[src/rtl/uart_pkg.sv]
// uart_pkg: shared FSM state encoding and sizing helpers for uart_fifo_ctrl
package uart_pkg;

    typedef enum logic [2:0] {IDLE, START, DATA, PARITY, STOP} uart_state_t;

    function automatic int bps_cnt(input int clk_freq, input int uart_bps);
        return clk_freq / uart_bps;
    endfunction

    function automatic int addr_w(input int depth);
        return $clog2(depth);
    endfunction

endpackage

[src/rtl/uart_sync_fifo.sv]
// uart_sync_fifo: first-word-fall-through FIFO with occupancy counter; reads 0 while empty
module uart_sync_fifo
    import uart_pkg::*;
#(
    parameter int W     = 8,
    parameter int DEPTH = 16,
    localparam int AW   = addr_w(DEPTH)
)(
    input  logic          CLK,
    input  logic          RST_N,
    input  logic          i_push,
    input  logic [W-1:0]  i_wdata,
    input  logic          i_pop,
    output logic [W-1:0]  o_rdata,
    output logic [AW:0]   o_level,
    output logic          o_full,
    output logic          o_empty
);
    logic [W-1:0]  r_mem [DEPTH];
    logic [AW-1:0] r_wptr, r_rptr;
    logic [AW:0]   r_level;
    logic          w_push, w_pop;

    assign o_full  = r_level == (AW+1)'(DEPTH);
    assign o_empty = r_level == '0;
    assign w_push  = i_push & ~o_full;
    assign w_pop   = i_pop & ~o_empty;
    assign o_rdata = o_empty ? '0 : r_mem[r_rptr];
    assign o_level = r_level;

    // storage array, left unreset so it can map onto RAM
    always_ff @(posedge CLK) begin
        if (w_push) r_mem[r_wptr] <= i_wdata;
    end

    // pointers wrap at AW bits; the level counter disambiguates full from empty
    always_ff @(posedge CLK or negedge RST_N) begin
        if (!RST_N) begin
            r_wptr  <= '0;
            r_rptr  <= '0;
            r_level <= '0;
        end else begin
            if (w_push) r_wptr <= r_wptr + AW'(1);
            if (w_pop) r_rptr <= r_rptr + AW'(1);
            r_level <= r_level + (AW+1)'(w_push) - (AW+1)'(w_pop);
        end
    end

endmodule

[src/rtl/uart_fifo_ctrl.sv]
// uart_fifo_ctrl: synchronous UART with RX/TX FWFT FIFOs and sticky errors; parity enabled by UART_PARITY_EN
module uart_fifo_ctrl
    import uart_pkg::*;
#(
    parameter int CLK_FREQ   = 100000000,
    parameter int UART_BPS   = 115200,
    parameter int DATA_BITS  = 8,
    parameter int FIFO_DEPTH = 16,
    parameter int STOP_BITS  = 1,
    parameter int PARITY_ODD = 0,
    localparam int AW        = addr_w(FIFO_DEPTH)
)(
    input  logic                 CLK,
    input  logic                 RST_N,
    input  logic                 RX_PIN,
    output logic                 TX_PIN,
    input  logic [DATA_BITS-1:0] TX_DATA,
    input  logic                 TX_VALID,
    output logic                 TX_READY,
    output logic [DATA_BITS-1:0] RX_DATA,
    output logic                 RX_VALID,
    input  logic                 RX_READY,
    output logic [AW:0]          TX_LEVEL,
    output logic [AW:0]          RX_LEVEL,
    output logic                 TX_IDLE,
    output logic                 RX_OVERRUN,
    output logic                 RX_FRAME_ERR,
    output logic                 RX_PARITY_ERR,
    input  logic                 ERR_CLR
);
    localparam int BPS = bps_cnt(CLK_FREQ, UART_BPS);
    localparam int CW  = $clog2(STOP_BITS * BPS + 1);
    localparam int BW  = $clog2(DATA_BITS);
    localparam logic [CW-1:0] BIT_END  = CW'(BPS - 1);
    localparam logic [CW-1:0] HALF     = CW'(BPS / 2);
    localparam logic [CW-1:0] STOP_END = CW'(STOP_BITS * BPS - 1);
    localparam logic [BW-1:0] LAST_BIT = BW'(DATA_BITS - 1);

    uart_state_t          r_tx_state, w_tx_state, r_rx_state, w_rx_state;
    logic [CW-1:0]        r_tx_cnt, w_tx_cnt, r_rx_cnt, w_rx_cnt;
    logic [BW-1:0]        r_tx_bit, w_tx_bit, r_rx_bit, w_rx_bit;
    logic [DATA_BITS-1:0] r_tx_shift, w_tx_shift, w_tx_head, r_rx_shift, w_rx_shift;
    logic                 r_tx_pin, w_tx_pin, w_tx_pop, w_tx_empty, w_tx_full;
    logic [1:0]           r_rx_sync;
    logic                 r_rx_prev, w_rx, w_rx_fall, w_rx_full, w_rx_empty;
    logic                 w_stop_ok, w_stop_bad, w_par_ok, w_rx_push;
    logic                 r_overrun, r_frame_err;
`ifdef UART_PARITY_EN
    logic                 r_tx_par, w_tx_par, r_rx_par, w_rx_par, r_parity_err;
`endif

    uart_sync_fifo #(.W(DATA_BITS), .DEPTH(FIFO_DEPTH)) u_tx_fifo (
        .CLK(CLK), .RST_N(RST_N), .i_push(TX_VALID), .i_wdata(TX_DATA), .i_pop(w_tx_pop),
        .o_rdata(w_tx_head), .o_level(TX_LEVEL), .o_full(w_tx_full), .o_empty(w_tx_empty)
    );

    uart_sync_fifo #(.W(DATA_BITS), .DEPTH(FIFO_DEPTH)) u_rx_fifo (
        .CLK(CLK), .RST_N(RST_N), .i_push(w_rx_push), .i_wdata(r_rx_shift), .i_pop(RX_READY),
        .o_rdata(RX_DATA), .o_level(RX_LEVEL), .o_full(w_rx_full), .o_empty(w_rx_empty)
    );

    assign TX_READY   = ~w_tx_full;
    assign TX_PIN     = r_tx_pin;
    assign TX_IDLE    = w_tx_empty & (r_tx_state == IDLE);
    assign RX_VALID   = ~w_rx_empty;
    assign RX_OVERRUN   = r_overrun;
    assign RX_FRAME_ERR = r_frame_err;
    assign w_rx       = r_rx_sync[1];
    assign w_rx_fall  = r_rx_prev & ~w_rx;
`ifdef UART_PARITY_EN
    assign w_par_ok      = (^r_rx_shift ^ r_rx_par) == PARITY_ODD[0];
    assign RX_PARITY_ERR = r_parity_err;
`else
    assign w_par_ok      = 1'b1;
    assign RX_PARITY_ERR = 1'b0;
`endif
    assign w_rx_push  = w_stop_ok & w_par_ok & ~w_rx_full;

    // TX next state: pop on leaving IDLE or at end of STOP so frames run back to back
    always_comb begin
        w_tx_state = r_tx_state;
        w_tx_cnt   = r_tx_cnt + CW'(1);
        w_tx_bit   = r_tx_bit;
        w_tx_shift = r_tx_shift;
        w_tx_pop   = 1'b0;
        case (r_tx_state)
            IDLE: begin
                w_tx_cnt = '0;
                if (!w_tx_empty) begin
                    w_tx_pop   = 1'b1;
                    w_tx_state = START;
                end
            end
            START: if (r_tx_cnt == BIT_END) begin
                w_tx_cnt   = '0;
                w_tx_bit   = '0;
                w_tx_state = DATA;
            end
            DATA: if (r_tx_cnt == BIT_END) begin
                w_tx_cnt   = '0;
                w_tx_bit   = r_tx_bit + BW'(1);
                w_tx_shift = r_tx_shift >> 1;
`ifdef UART_PARITY_EN
                if (r_tx_bit == LAST_BIT) w_tx_state = PARITY;
`else
                if (r_tx_bit == LAST_BIT) w_tx_state = STOP;
`endif
            end
`ifdef UART_PARITY_EN
            PARITY: if (r_tx_cnt == BIT_END) begin
                w_tx_cnt   = '0;
                w_tx_state = STOP;
            end
`endif
            STOP: if (r_tx_cnt == STOP_END) begin
                w_tx_cnt   = '0;
                w_tx_pop   = ~w_tx_empty;
                w_tx_state = w_tx_empty ? IDLE : START;
            end
            default: w_tx_state = IDLE;
        endcase
        if (w_tx_pop) w_tx_shift = w_tx_head;
`ifdef UART_PARITY_EN
        w_tx_par = w_tx_pop ? (^w_tx_head ^ PARITY_ODD[0]) : r_tx_par;
`endif
        w_tx_pin = 1'b1;
        if (w_tx_state == START) w_tx_pin = 1'b0;
        if (w_tx_state == DATA) w_tx_pin = w_tx_shift[0];
`ifdef UART_PARITY_EN
        if (w_tx_state == PARITY) w_tx_pin = w_tx_par;
`endif
    end

    // TX registers; the line is registered from the next state so it never glitches
    always_ff @(posedge CLK or negedge RST_N) begin
        if (!RST_N) begin
            r_tx_state <= IDLE;
            r_tx_cnt   <= '0;
            r_tx_bit   <= '0;
            r_tx_shift <= '0;
            r_tx_pin   <= 1'b1;
        end else begin
            r_tx_state <= w_tx_state;
            r_tx_cnt   <= w_tx_cnt;
            r_tx_bit   <= w_tx_bit;
            r_tx_shift <= w_tx_shift;
            r_tx_pin   <= w_tx_pin;
        end
    end

    // RX next state: sample mid-bit, return to IDLE right after the stop sample
    always_comb begin
        w_rx_state = r_rx_state;
        w_rx_cnt   = r_rx_cnt + CW'(1);
        w_rx_bit   = r_rx_bit;
        w_rx_shift = r_rx_shift;
        w_stop_ok  = 1'b0;
        w_stop_bad = 1'b0;
`ifdef UART_PARITY_EN
        w_rx_par   = r_rx_par;
`endif
        case (r_rx_state)
            IDLE: begin
                w_rx_cnt = '0;
                if (w_rx_fall) w_rx_state = START;
            end
            START: if (r_rx_cnt == HALF) begin
                w_rx_cnt   = '0;
                w_rx_bit   = '0;
                w_rx_state = w_rx ? IDLE : DATA;
            end
            DATA: if (r_rx_cnt == BIT_END) begin
                w_rx_cnt   = '0;
                w_rx_bit   = r_rx_bit + BW'(1);
                w_rx_shift = {w_rx, r_rx_shift[DATA_BITS-1:1]};
`ifdef UART_PARITY_EN
                if (r_rx_bit == LAST_BIT) w_rx_state = PARITY;
`else
                if (r_rx_bit == LAST_BIT) w_rx_state = STOP;
`endif
            end
`ifdef UART_PARITY_EN
            PARITY: if (r_rx_cnt == BIT_END) begin
                w_rx_cnt   = '0;
                w_rx_par   = w_rx;
                w_rx_state = STOP;
            end
`endif
            STOP: if (r_rx_cnt == BIT_END) begin
                w_stop_ok  = w_rx;
                w_stop_bad = ~w_rx;
                w_rx_state = IDLE;
            end
            default: w_rx_state = IDLE;
        endcase
    end

    // RX synchroniser, edge history and deserialiser registers
    always_ff @(posedge CLK or negedge RST_N) begin
        if (!RST_N) begin
            r_rx_sync  <= 2'b11;
            r_rx_prev  <= 1'b1;
            r_rx_state <= IDLE;
            r_rx_cnt   <= '0;
            r_rx_bit   <= '0;
            r_rx_shift <= '0;
        end else begin
            r_rx_sync  <= {r_rx_sync[0], RX_PIN};
            r_rx_prev  <= w_rx;
            r_rx_state <= w_rx_state;
            r_rx_cnt   <= w_rx_cnt;
            r_rx_bit   <= w_rx_bit;
            r_rx_shift <= w_rx_shift;
        end
    end

    // sticky error flags; a clear wins over an error arriving in the same cycle
    always_ff @(posedge CLK or negedge RST_N) begin
        if (!RST_N) begin
            r_overrun   <= 1'b0;
            r_frame_err <= 1'b0;
        end else begin
            r_overrun   <= ERR_CLR ? 1'b0 : r_overrun | (w_stop_ok & w_par_ok & w_rx_full);
            r_frame_err <= ERR_CLR ? 1'b0 : r_frame_err | w_stop_bad;
        end
    end

`ifdef UART_PARITY_EN
    // parity state: TX bit latched with the character, RX bit captured mid-bit
    always_ff @(posedge CLK or negedge RST_N) begin
        if (!RST_N) begin
            r_tx_par     <= 1'b0;
            r_rx_par     <= 1'b0;
            r_parity_err <= 1'b0;
        end else begin
            r_tx_par     <= w_tx_par;
            r_rx_par     <= w_rx_par;
            r_parity_err <= ERR_CLR ? 1'b0 : r_parity_err | (w_stop_ok & ~w_par_ok);
        end
    end
`endif

endmodule

[config.mk]
export PLATFORM = sky130hd
export DESIGN_NAME = uart_fifo_ctrl
export DESIGN_NICKNAME = d
export VERILOG_FILES = /design/src/rtl/uart_pkg.sv /design/src/rtl/uart_sync_fifo.sv /design/src/rtl/uart_fifo_ctrl.sv
export SDC_FILE = /design/constraint.sdc
export NUM_CORES = 1
export LEC_CHECK = 0
export ABC_AREA = 0
export BUFFER_PORTS_ARGS = -buffer_cell sky130_fd_sc_hd__buf_2
export CORE_UTILIZATION = 42
export CTS_CLUSTER_SIZE = 24
export DETAILED_ROUTE_END_ITERATION = 12
export GPL_ROUTABILITY_DRIVEN = 0
export PLACE_DENSITY = 0.67
export SLEW_MARGIN = 20
export SYNTH_ARGS = -nofsm -noshare
export SYNTH_HDL_FRONTEND = slang
export SYNTH_SLANG_ARGS = --single-unit
[constraint.sdc]
create_clock -name CLK -period 3.7 [get_ports CLK]
set_input_delay 1.11 -clock CLK [delete_from_list [all_inputs] [get_ports CLK]]
set_output_delay 1.11 -clock CLK [all_outputs]
set_load 0.02 [all_outputs]
# Word level (Yosys, flattened, before mapping)
# Memories as Yosys holds them, arrays and structs flattened.
# Index checks and enable logic that the tools add are counted.
# word_totals
input_bits,14
memories,2
out_inout_bits,25
regBits,80
ram_bits,256
# classes
add_sub_neg,12
bitwise_logic,15
eq_ne,22
n_mux,45
reduce_logical,14
# mem_list
memory,words,word_bits,read_ports,rd_clocked_by_memory_dff,write_ports,line,source
u_rx_fifo.r_mem,16,8,1,0,1,uart_sync_fifo.sv:19,logic [W-1:0] r_mem [DEPTH];
u_tx_fifo.r_mem,16,8,1,0,1,uart_sync_fifo.sv:19,
# op_table
operator,count
$mux 3,14
$mux 8,5
$mux 10,3
$pmux 10 s3,1
$pmux 3 s4,2
$add 10x1->10 const B,2
$eq 10x10->1 const B,2
$pmux 10 s2,1
$add 4x1->4 const B,4
$mux 1,15
$ne 2x2->1 const B,7
$eq 3x3->1 const B,4
$pmux 3 s2,2
$add 5x1->5,2
$eq 10x9->1 const B,1
$eq 5x5->1 const B,2
$logic_not 5->1,2
$sub 5x1->5,2
$eq 3x1->1 const B,3
$eq 3x2->1 const B,3
$and 1x1->1,8
$reduce_bool 2->1,4
$add 3x1->3 const B,2
$logic_not 3->1,2
other kinds (8),15

# Logic depth before layout (Yosys ltp)
# logic_depth
depth_word,7
depth_mapped,15

# Hierarchy
# From an unflattened synthesis, not the netlist that was laid out.
# unflattened
cells_unflattened,813
hier_area_um2,14293.7
# by_module_without_submodules
mod,seq_area_each_um2,area_per_inst_um2,cells_per_inst,instances
uart_sync_fifo (u_rx_fifo),4169.0,5856.9,291,1
uart_sync_fifo (u_tx_fifo),4169.0,5785.5,285,1
uart_fifo_ctrl,1356.3,2651.3,237,1

# Worst setup path after synthesis
# No wires, ideal clock.
# synth_timing
path_type,flip-flop to output port
start,register u_rx_fifo.r_rptr[1]
end,output RX_DATA[0]
t_arrival_ns,1.919
path_slack_ns,0.671
required_ns,2.590
n_path_buf,2
stages_incl_launch_ff,6
path_cell_list,dfrtp_1 > clkbuf_1 > buf_1 > mux4_2 > mux4_2 > and2_1
# synth_between
elab_chain_len,2
# synth_rtl
element,line,source
start: declaration,uart_sync_fifo.sv:20,"logic [AW-1:0] r_wptr, r_rptr;"
start signal: assignment,uart_sync_fifo.sv:44,if (w_pop) r_rptr <= r_rptr + AW'(1);
$mem_v2 16x8,--,
$mux 8,uart_sync_fifo.sv:28,assign o_rdata = o_empty ? '0 : r_mem[r_rptr];
end: declaration,uart_fifo_ctrl.sv:20,"output logic [DATA_BITS-1:0] RX_DATA,"
# Every way passes these cells.

# Worst setup path in the final report
# layout_timing
start,register u_rx_fifo.r_rptr[0]
end,output RX_DATA[5]
# The elaborated chain is that of the path after synthesis.

==> qor.csv <==
metric;value;unit
area_delta_synth_final;13.7;%
grt_pass1_vias;7215;
status;finished clean;
synth_cell_types;54;
placeableCoreArea;32600;um2
cp_num_buf_inv;2;
layout.cells.non_filler;1323;
root_buffer;clkbuf_16;
cts.sinks;336;
ant_nets;0;
grtUsageMet3;2.47;%
grtUsageMet1;20.9;%
yosysSeqAreaShare;69.4;%
vias;6956;
criticalPathCategory;reg2out;
wl_per_cell;19.3;um
path_clk_slew;60;ps
final_util;48.7;%
cap_violations;0;
hold_buffers;0;
dieArea;34000;um2
dp_hpwl;16.5;mm
io_pins;39;
clock_latency;510;ps
arrival;2480;ps
layout_min_cycle_time;3590;ps
grt_overflow_total;0;
grt_pass1_wl;40.7;mm
final_layout_size_suffix_gt1_share;23.3;%
slew-limit-headroom;44.7;%
synth_async_sr_flop_share;23.8;%
ys_warn_count;0;
post_cts_buffers;0;
cpLargestDelayFamily;multiplexers;
drc;0;
synth_area;14000;um2
synth-seq-cells;336;
cp_max_fo;18;
track_usage;15.6;%
rsz0062_at_grt;no;
portBuffers;37;
first_pass_iters;4;
antenna_found_initial;0;
ir_drop;0.000409;V
finalClockSkew;13.0;ps
critical_path.cell_chain;buf_12 > mux4_2 > mux4_2 > and2_1 > buf_2;
cpMostUsedCell;mux4_2;
fmax;0.279;GHz
grt_start_max_net_pins;59;
required;2590;ps
grtUsageMet2;26.7;%
critical_path.max_stage_delay;540;ps
syn_nets;841;
tritoncts;done;
tns;0;ps
worst_pin_slew;827;ps
p_leak;0.00544;uW
vias_per_cell;5.26;
crit_path_end_kind;output port;
cts_buffers;37;
cts_resized;0;
synth_ff_type;edfxtp_1;
chipWidth;184;um
drt_wl_total;25.5;mm
slowest_stage;mux4_2;
synth_cells;796;
dp_cells;1256;
row_count;66;
h-tree-depth;2;
nets;899;
busiest_layer;met2;
start_kind;flop;
drtIter0Drc;376;
hold_class;reg2reg;
hold_viol;0;
postSynthAreaPerCell;17.5;um2
setup_viol;0;
diodes;0;
start_util;42.8;%
fp.dieH;184;um
clk_path_buf_depth;3;
finalMaxSlewViolations;0;
pwr_density_cell;598;nW/um2
finalCritPeriodShare;96.9;%
synth_edf_count;256;
## state kept, by name, indices dropped and copies added (netlist names), 4 cells and up
name / count
r_rx_shift: 8
u_rx_fifo.r_mem: 128
r_tx_shift: 8
u_rx_fifo.r_rptr: 4
u_tx_fifo.r_rptr: 4
u_tx_fifo.o_level: 5
r_rx_cnt: 10
u_rx_fifo.o_level: 5
u_tx_fifo.r_wptr: 4
u_tx_fifo.r_mem: 128
u_rx_fifo.r_wptr: 4
r_tx_cnt: 10
## Yosys cell counts (all sizes together), types with 3 or more instances
master,instances,area (um2)
clkbuf,20,75.1
nor4,6,37.5
and2,21,131
o21ai,6,30.0
a21oi,16,80.1
a31oi,5,31.3
nor2b,9,56.3
inv,32,120
nor3b,7,57.6
nor3,10,50.1
nand2,19,71.3
mux2,12,135
a21o,4,30.0
and4bb,3,37.5
buf,17,101
and4,4,35.0
dfstp,4,105
o31a,3,26.3
nand3,16,80.1
mux4,72,1620
nand4,7,50.1
a22o,14,123
ha,29,363
xor2,15,131
nor2,33,124
edfxtp,256,7690
mux2i,14,140
dfrtp,76,1900
a311o,3,30.0
xnor2,21,184
and3,19,119
## final timing paths
| kind | from | to | slack [ps] | cells after the start |
|---|---|---|---|---|
| worst max-delay path | u_rx_fifo.r_rptr[0] | RX_DATA[5] | 110 | 5 |
| min in group asynchronous | RST_N | u_rx_fifo.r_rptr[0] | 650 | 1 |
| max in group asynchronous | RST_N | r_rx_shift[7] | 2360 | 2 |
| worst max register to register | u_tx_fifo.o_level[3] | u_tx_fifo.o_level[4] | 690 | 15 |
| worst min-delay path | r_rx_sync[0] | r_rx_sync[1] | 350 | 0 |
| worst min register to register | r_rx_sync[0] | r_rx_sync[1] | 350 | 0 |
## metrics by stage
step | instance area, um2 | setup WS [ps] | power (uW) | hold WS (ps)
after floorplan | 14000 | 671 | 5650 | 345
after global placement | 14700 | 587 | 5990 | 348
after detailed placement | 14700 | 569 | 6030 | 348
after CTS | 15900 | 28.5 | 9580 | 363
after global routing | 15900 | 26.2 | 9930 | 357
final | 15900 | 114 | 9490 | 355
## metal layers
layer  up-vias  part of all wire (%)
met4         0                   1.6
met2       153                    50
met3        36                   4.3
met1      3558                    44
met5         -                     0
li1       3209                     -
## power by group
part / switching [uW] / internal, uW
Sequential: 230 / 4330
Clock: 1430 / 2090
Combinational: 773 / 636
## cell usage in the layout, fill, tap and decap left out, types with 3 or more instances in the layout
master / netlist / routed
edfxtp_1: 256 / 256
clkinv_1: 1 / 7
and4bb_2: 3 / 3
clkbuf_1: 20 / 5
inv_1: 32 / 32
and4_1: 4 / 4
xor2_1: 15 / 15
nor2_1: 33 / 33
a21o_1: 4 / 4
and3_1: 19 / 19
nor3b_1: 6 / 6
and2_1: 20 / 20
buf_2: 6 / 36
a31oi_1: 5 / 5
o31a_1: 3 / 3
dfstp_2: 4 / 4
nand4_1: 6 / 6
a21oi_1: 16 / 16
mux2_2: 11 / 11
mux2i_1: 14 / 14
a22o_1: 14 / 14
nand2_1: 19 / 19
nor3_1: 10 / 10
ha_1: 29 / 29
clkbuf_16: 0 / 38
a311o_1: 3 / 3
dfrtp_1: 76 / 74
buf_4: 2 / 17
clkinv_2: 0 / 9
mux4_2: 72 / 72
xnor2_1: 21 / 21
nand3_1: 16 / 16
nor2b_1: 9 / 9
nor4_1: 6 / 6
inv_6: 0 / 3
o21ai_0: 5 / 5
bufinv_16: 0 / 3
## kinds of logic after synthesis
group / Yosys count / synth area share [%]
buffers and inverters: 70 / 2.15
AOI/OAI and AO/OA: 60 / 3.05
other: 1 / 0.0268
xor gates and xnor gates: 36 / 2.26
and+or+nand+nor: 164 / 6.66
muxes: 98 / 13.6
DFF: 336 / 69.4
adders and majority gates: 31 / 2.88
## layout make-up
type | count | area (um2)
multi-input combinational | 390 | 3970
fill | 2716 | 16700
inverter | 33 | 124
sequential | 336 | 9700
clock inverter | 22 | 193
tap | 442 | 553
timing repair buffer | 56 | 373
clock buffer | 44 | 972
Power figures use the tool's default switching activity.
